`config.mk`:
```
export PLATFORM = sky130hd
export DESIGN_NAME = pipe_stage_reg_flat
export DESIGN_NICKNAME = d
export VERILOG_FILES = /design/src/rtl/pipe_stage_reg_if.sv /design/src/rtl/pipe_stage_reg.sv /design/src/flat_wrapper.sv
export SDC_FILE = /design/constraint.sdc
export NUM_CORES = 1
export LEC_CHECK = 0
export ABC_AREA = 1
export CORE_MARGIN = 2
export CORE_UTILIZATION = 48
export CTS_BUF_LIST = sky130_fd_sc_hd__clkbuf_4 sky130_fd_sc_hd__clkbuf_8 sky130_fd_sc_hd__clkbuf_16
export DETAILED_ROUTE_END_ITERATION = 8
export PLACE_DENSITY = 0.92
export SLEW_MARGIN = 20
export SYNTH_ARGS = -nofsm -noshare
export SYNTH_HDL_FRONTEND = slang
export SYNTH_SLANG_ARGS = --single-unit
```
`constraint.sdc`:
```
create_clock -name clk -period 2.6 [get_ports clk]
set_input_delay 0.52 -clock clk [delete_from_list [all_inputs] [get_ports clk]]
set_output_delay 0.52 -clock clk [all_outputs]
set_load 0.1 [all_outputs]
```
`src/rtl/pipe_stage_reg_if.sv`:
```
// Valid/ready/data bundle between two pipeline stages.
// Handshake: a transfer happens on a rising edge where valid and ready are both 1.
// The master may change data or drop valid at any time; only a cycle with valid & ready moves a bundle.
interface pipe_stage_reg_if #(
  parameter int WIDTH = 32
);
  logic             valid;
  logic             ready;
  logic [WIDTH-1:0] data;

  modport master (output valid, output data, input ready);
  modport slave  (input valid, input data, output ready);
endinterface

```
`src/rtl/pipe_stage_reg.sv`:
```
// Pipeline stage register with a 2-entry skid buffer, synchronous flush and NOP bubble insertion.
// Optional stall counter is enabled by defining PIPE_STAGE_PERF_EN; otherwise stall_cycles reads 0.
module pipe_stage_reg #(
  parameter int               WIDTH     = 32,
  parameter logic [WIDTH-1:0] NOP_VALUE = 32'h00000013
) (
  input  logic                    clk,
  input  logic                    rst,
  input  logic                    flush,
  pipe_stage_reg_if.slave         in_if,
  pipe_stage_reg_if.master        out_if,
  output logic [1:0]              occupancy,
  output logic [31:0]             stall_cycles
);

  // Encoding equals the number of held entries, so occupancy doubles as the FSM debug view.
  typedef enum logic [1:0] {
    EMPTY = 2'd0,
    ONE   = 2'd1,
    FULL  = 2'd2
  } state_t;

  state_t           state;
  logic [WIDTH-1:0] main_q;
  logic [WIDTH-1:0] skid_q;
  logic             accept;
  logic             consume;

  // Ready and valid come from the state register only, so no combinational path crosses the stage.
  assign in_if.ready  = (state != FULL);
  assign out_if.valid = (state != EMPTY);
  assign out_if.data  = main_q;
  assign occupancy    = state;

  assign accept  = in_if.valid & in_if.ready;
  assign consume = out_if.valid & out_if.ready;

  always_ff @(posedge clk) begin
    if (rst) begin
      state  <= EMPTY;
      main_q <= NOP_VALUE;
      skid_q <= NOP_VALUE;
    end else if (flush) begin
      state  <= EMPTY;
      main_q <= NOP_VALUE;
      skid_q <= NOP_VALUE;
    end else begin
      case (state)
        EMPTY: begin
          if (accept) begin
            state  <= ONE;
            main_q <= in_if.data;
          end
        end
        ONE: begin
          if (accept && consume) begin
            main_q <= in_if.data;
          end else if (accept) begin
            state  <= FULL;
            skid_q <= in_if.data;
          end else if (consume) begin
            state  <= EMPTY;
            main_q <= NOP_VALUE;
          end
        end
        FULL: begin
          if (consume) begin
            state  <= ONE;
            main_q <= skid_q;
            skid_q <= NOP_VALUE;
          end
        end
        default: begin
          state  <= EMPTY;
          main_q <= NOP_VALUE;
          skid_q <= NOP_VALUE;
        end
      endcase
    end
  end

`ifdef PIPE_STAGE_PERF_EN
  logic [31:0] stall_q;

  // Saturating count of cycles where a real bundle waits on downstream; flush leaves it alone.
  always_ff @(posedge clk) begin
    if (rst) begin
      stall_q <= '0;
    end else if (out_if.valid && !out_if.ready && (stall_q != 32'hFFFF_FFFF)) begin
      stall_q <= stall_q + 32'd1;
    end
  end

  assign stall_cycles = stall_q;
`else
  assign stall_cycles = 32'd0;
`endif

  a_hold_stable: assert property (@(posedge clk) disable iff (rst)
    (out_if.valid && !out_if.ready && !flush) |=> (out_if.valid && $stable(out_if.data)));

  a_legal_state: assert property (@(posedge clk) disable iff (rst)
    (occupancy != 2'd3));

  a_bubble_is_nop: assert property (@(posedge clk) disable iff (rst)
    (!out_if.valid) |-> (out_if.data == NOP_VALUE));

endmodule

```
`src/flat_wrapper.sv`:
```
// flat-port wrapper written by rule: the top's interface ports become plain ports
module pipe_stage_reg_flat 
#(
  parameter int               WIDTH     = 32,
  parameter logic [WIDTH-1:0] NOP_VALUE = 32'h00000013
)
  (clk, rst, flush, occupancy, stall_cycles, in_if_valid, in_if_data, in_if_ready, out_if_valid, out_if_data, out_if_ready);
  pipe_stage_reg_if #(.WIDTH(WIDTH)) in_if_i ();
  pipe_stage_reg_if #(.WIDTH(WIDTH)) out_if_i ();
  input  logic clk;
  input  logic rst;
  input  logic flush;
  output logic [1:0] occupancy;
  output logic [31:0] stall_cycles;
  input wire logic [$bits(in_if_i.valid)-1:0] in_if_valid;
  input wire logic [$bits(in_if_i.data)-1:0] in_if_data;
  output wire logic [$bits(in_if_i.ready)-1:0] in_if_ready;
  output wire logic [$bits(out_if_i.valid)-1:0] out_if_valid;
  output wire logic [$bits(out_if_i.data)-1:0] out_if_data;
  input wire logic [$bits(out_if_i.ready)-1:0] out_if_ready;
  assign in_if_i.valid = in_if_valid;
  assign in_if_i.data = in_if_data;
  assign in_if_ready = in_if_i.ready;
  assign out_if_valid = out_if_i.valid;
  assign out_if_data = out_if_i.data;
  assign out_if_i.ready = out_if_ready;
  pipe_stage_reg #(.WIDTH(WIDTH), .NOP_VALUE(NOP_VALUE)) u_core (.clk(clk), .rst(rst), .flush(flush), .in_if(in_if_i), .out_if(out_if_i), .occupancy(occupancy), .stall_cycles(stall_cycles));
endmodule
```
==> flow_summary.yaml <==
outcome:
  outcome: "complete, no violations"
synth:
  yosysWarnings: 0
  synth-simple-area-share: 0.318
  synth.most_common_cell: "nand2_1"
  synth_area_leaders: "dfxtp_1 (43%), nand2_1 (20%), nand3_1 (10%), a21oi_1 (9.7%), buf_4 (8.3%)"
  syn-cell-area_um2: 3090
  yosysTopAreaCellShare: 0.428
  synth_top_family_by_area: "simple AND/OR/NAND/NOR gates"
  syn_inst: 451
  synth.area.mux_share: 0
  synthArstFlopShare: 0
  synth-adder-area-share: 0
  ys_seq_elements: 66
  yosys.area.top_type: "dfxtp_1"
  synth_edf_count: 0
  synth-xor-area-share: 0
  ys.flop_type: "dfxtp_1"
  synth_compound_area_frac: 0.114
  avgSynthCellArea_um2: 6.84
  synth_commonest_cells: "nand2_1 (162), dfxtp_1 (66), nand3_1 (62)"
  ys_seq_area_frac: 0.428
  synth_cell_types: 19
route:
  drt_wl_total_mm: 7.54
  final_antenna_net_count: 0
  vias_per_cell: 5.17
  first_pass_iters: 4
  via_count: 3053
  drt_iter0_markers: 280
  drcViolationCount: 0
  wl_per_cell_um: 12.8
final_layout:
  nets: 547
  n_fill_cell: 561
  stdcell_area_um2: 3810
  final_util: 0.606
  n_antenna_cell: 0
  multi_input_area_um2: 1460
  area_delta_synth_final_pct: 23.3
  ff_latch_area_um2: 1320
  drive_gt1_frac: 0.132
power_and_ir_drop:
  leakage_nw: 1.62
  pwr_density_cell_nw_per_um2: 623
  ir_worst_vdd_uv: 369
  finalPower_mw: 2.37
placement:
  dpl_cell_area_um2: 3650
  hpwl_mm: 4.88
  port_buffers: 72
  place_congestion: 0.836
timing:
  fin_setup_tns_ns: 0
  clock_skew_ns: 0.00430
  slew_headroom: 0.647
  clock.fmax_ghz: 0.522
  tightest_slew_ns: 0.529
  finalSetupViolations: 0
  hold_viol: 0
  final-max-slew-violation-count: 0
  rsz0062_at_grt: "false"
  fin_crit_ns: 1.92
  fin_hold_ws_ns: 0.465
  fin_crit_sh: 0.737
grt:
  grt-ovfl-total: 0
  grt_pass1_vias: 2690
  grt_usage: 0.217
  antenna_found_initial: 0
  grt_pass1_wl_mm: 12.5
  grt_start_max_net_pins: 61
cts:
  cts.sinks: 66
  hold_buffers: 0
  cts_tree: "done"
  cts_buffers: 9
  cts.clk_slew.worst_paths_ns: 0.07
  clk_latency_ns: 0.34
  postCtsSetupBuffers: 0
  ctsResizeCount: 0
  clockRootBuffer: "clkbuf_8"
  clockBufferDepth: 2
  h-tree-depth: 3
worst_setup_path:
  crit_top_cell: "inv_2"
  slowest_delay_ns: 0.52
  arrival_ns: 1.40
  worstPathRequired_ns: 2.08
  critPathLaunchType: "flop"
  end_kind: "output pin"
  cp_cell_sequence: "inv_2, nor2_2, inv_2, buf_12"
  cpMaxStageDelayCell: "dfxtp_1"
  cp_max_fo: 8
  crit_type: "flop to output pin"
min_path:
  worstHoldPathType: "flop to flop"
floorplanning:
  core_area_um2: 6280
  row_count: 29
  dieArea_um2: 7090
  fp.dieW_um: 84.2
  start_util: 0.492
  io_pins: 105
  die_height_um: 84.2
run:
  max-cap-violations: 0
## where the power goes
group / total [mW] / internal, mW / switching, mW
Sequential: 1.05 / 1.03 / 0.0134
Clock: 0.723 / 0.355 / 0.368
Combinational: 0.601 / 0.122 / 0.480
## cell usage in the layout (no fill, tap or decap), types with 2 or more instances in the layout
| master | n |
|---|---|
| nand3_1 | 62 |
| inv_1 | 6 |
| nand2_1 | 161 |
| clkinv_2 | 4 |
| nor3_1 | 2 |
| nor2_1 | 10 |
| clkbuf_4 | 2 |
| buf_4 | 40 |
| clkdlybuf4s50_1 | 36 |
| clkbuf_8 | 9 |
| dfxtp_1 | 66 |
| o22ai_1 | 2 |
| a21oi_1 | 60 |
| inv_2 | 6 |
| buf_12 | 3 |
| nand2_2 | 2 |
| nor2_2 | 2 |
| o21ai_1 | 2 |
| o21ai_0 | 6 |
| conb_1 | 32 |
## through the flow
stage | setup WS, ns | std cells
detailed placement | 0.530 | 576
global route | 0.616 | 591
CTS | 0.698 | 591
global placement | 0.562 | 576
floorplan | 0.0998 | 482
finish | 0.685 | 591
## flip-flops by register name, summed over array words and instances (netlist names)
signal              count
u_core.skid_q          32
u_core.out_if.data     32
u_core.occupancy        2
## kinds of logic after synthesis
logic type / after synthesis
buf+inv: 75
compound gates: 70
simple gates: 239
other cells: 1
flops: 66
## worst max-delay path, delay by kind of cell, from the launching register on
| kind | cells | cell delay (ns) |
|---|---|---|
| DFF | 1 | 0.52 |
| buffers and inverters | 3 | 0.38 |
| and+or+nand+nor | 1 | 0.14 |
## metal layers
layer | part of all wire | GRT usage
met1 | 0.41 | 0.287
met2 | 0.47 | 0.338
met3 | 0.094 | 0.0511
met4 | 0.019 | 0.0938
met5 | 0 | 0
## layout make-up
| class | instances | area share |
|---|---|---|
| multi-input combinational | 341 | 0.384 |
| tap | 77 | 0.0253 |
| clock buffer | 11 | 0.0365 |
| clock inverter | 4 | 0.00526 |
| sequential | 66 | 0.347 |
| timing repair buffer | 79 | 0.189 |
| inverter | 13 | 0.0128 |
## final timing paths
check | start | endpoint | slack [ns] | cells past startpoint
setup / recovery | u_core.occupancy[1]$_SDFFE_PP0P_ | in_if_ready | 0.68 | 4
hold / removal | u_core.skid_q[11]$_SDFFE_PP0P_ | u_core.skid_q[11]$_SDFFE_PP0P_ | 0.47 | 2
setup reg to reg | u_core.occupancy[0]$_SDFFE_PP0P_ | u_core.skid_q[15]$_SDFFE_PP0P_ | 0.87 | 5
hold reg to reg | u_core.skid_q[11]$_SDFFE_PP0P_ | u_core.skid_q[11]$_SDFFE_PP0P_ | 0.47 | 2
(Power assumes the default switching activity.)
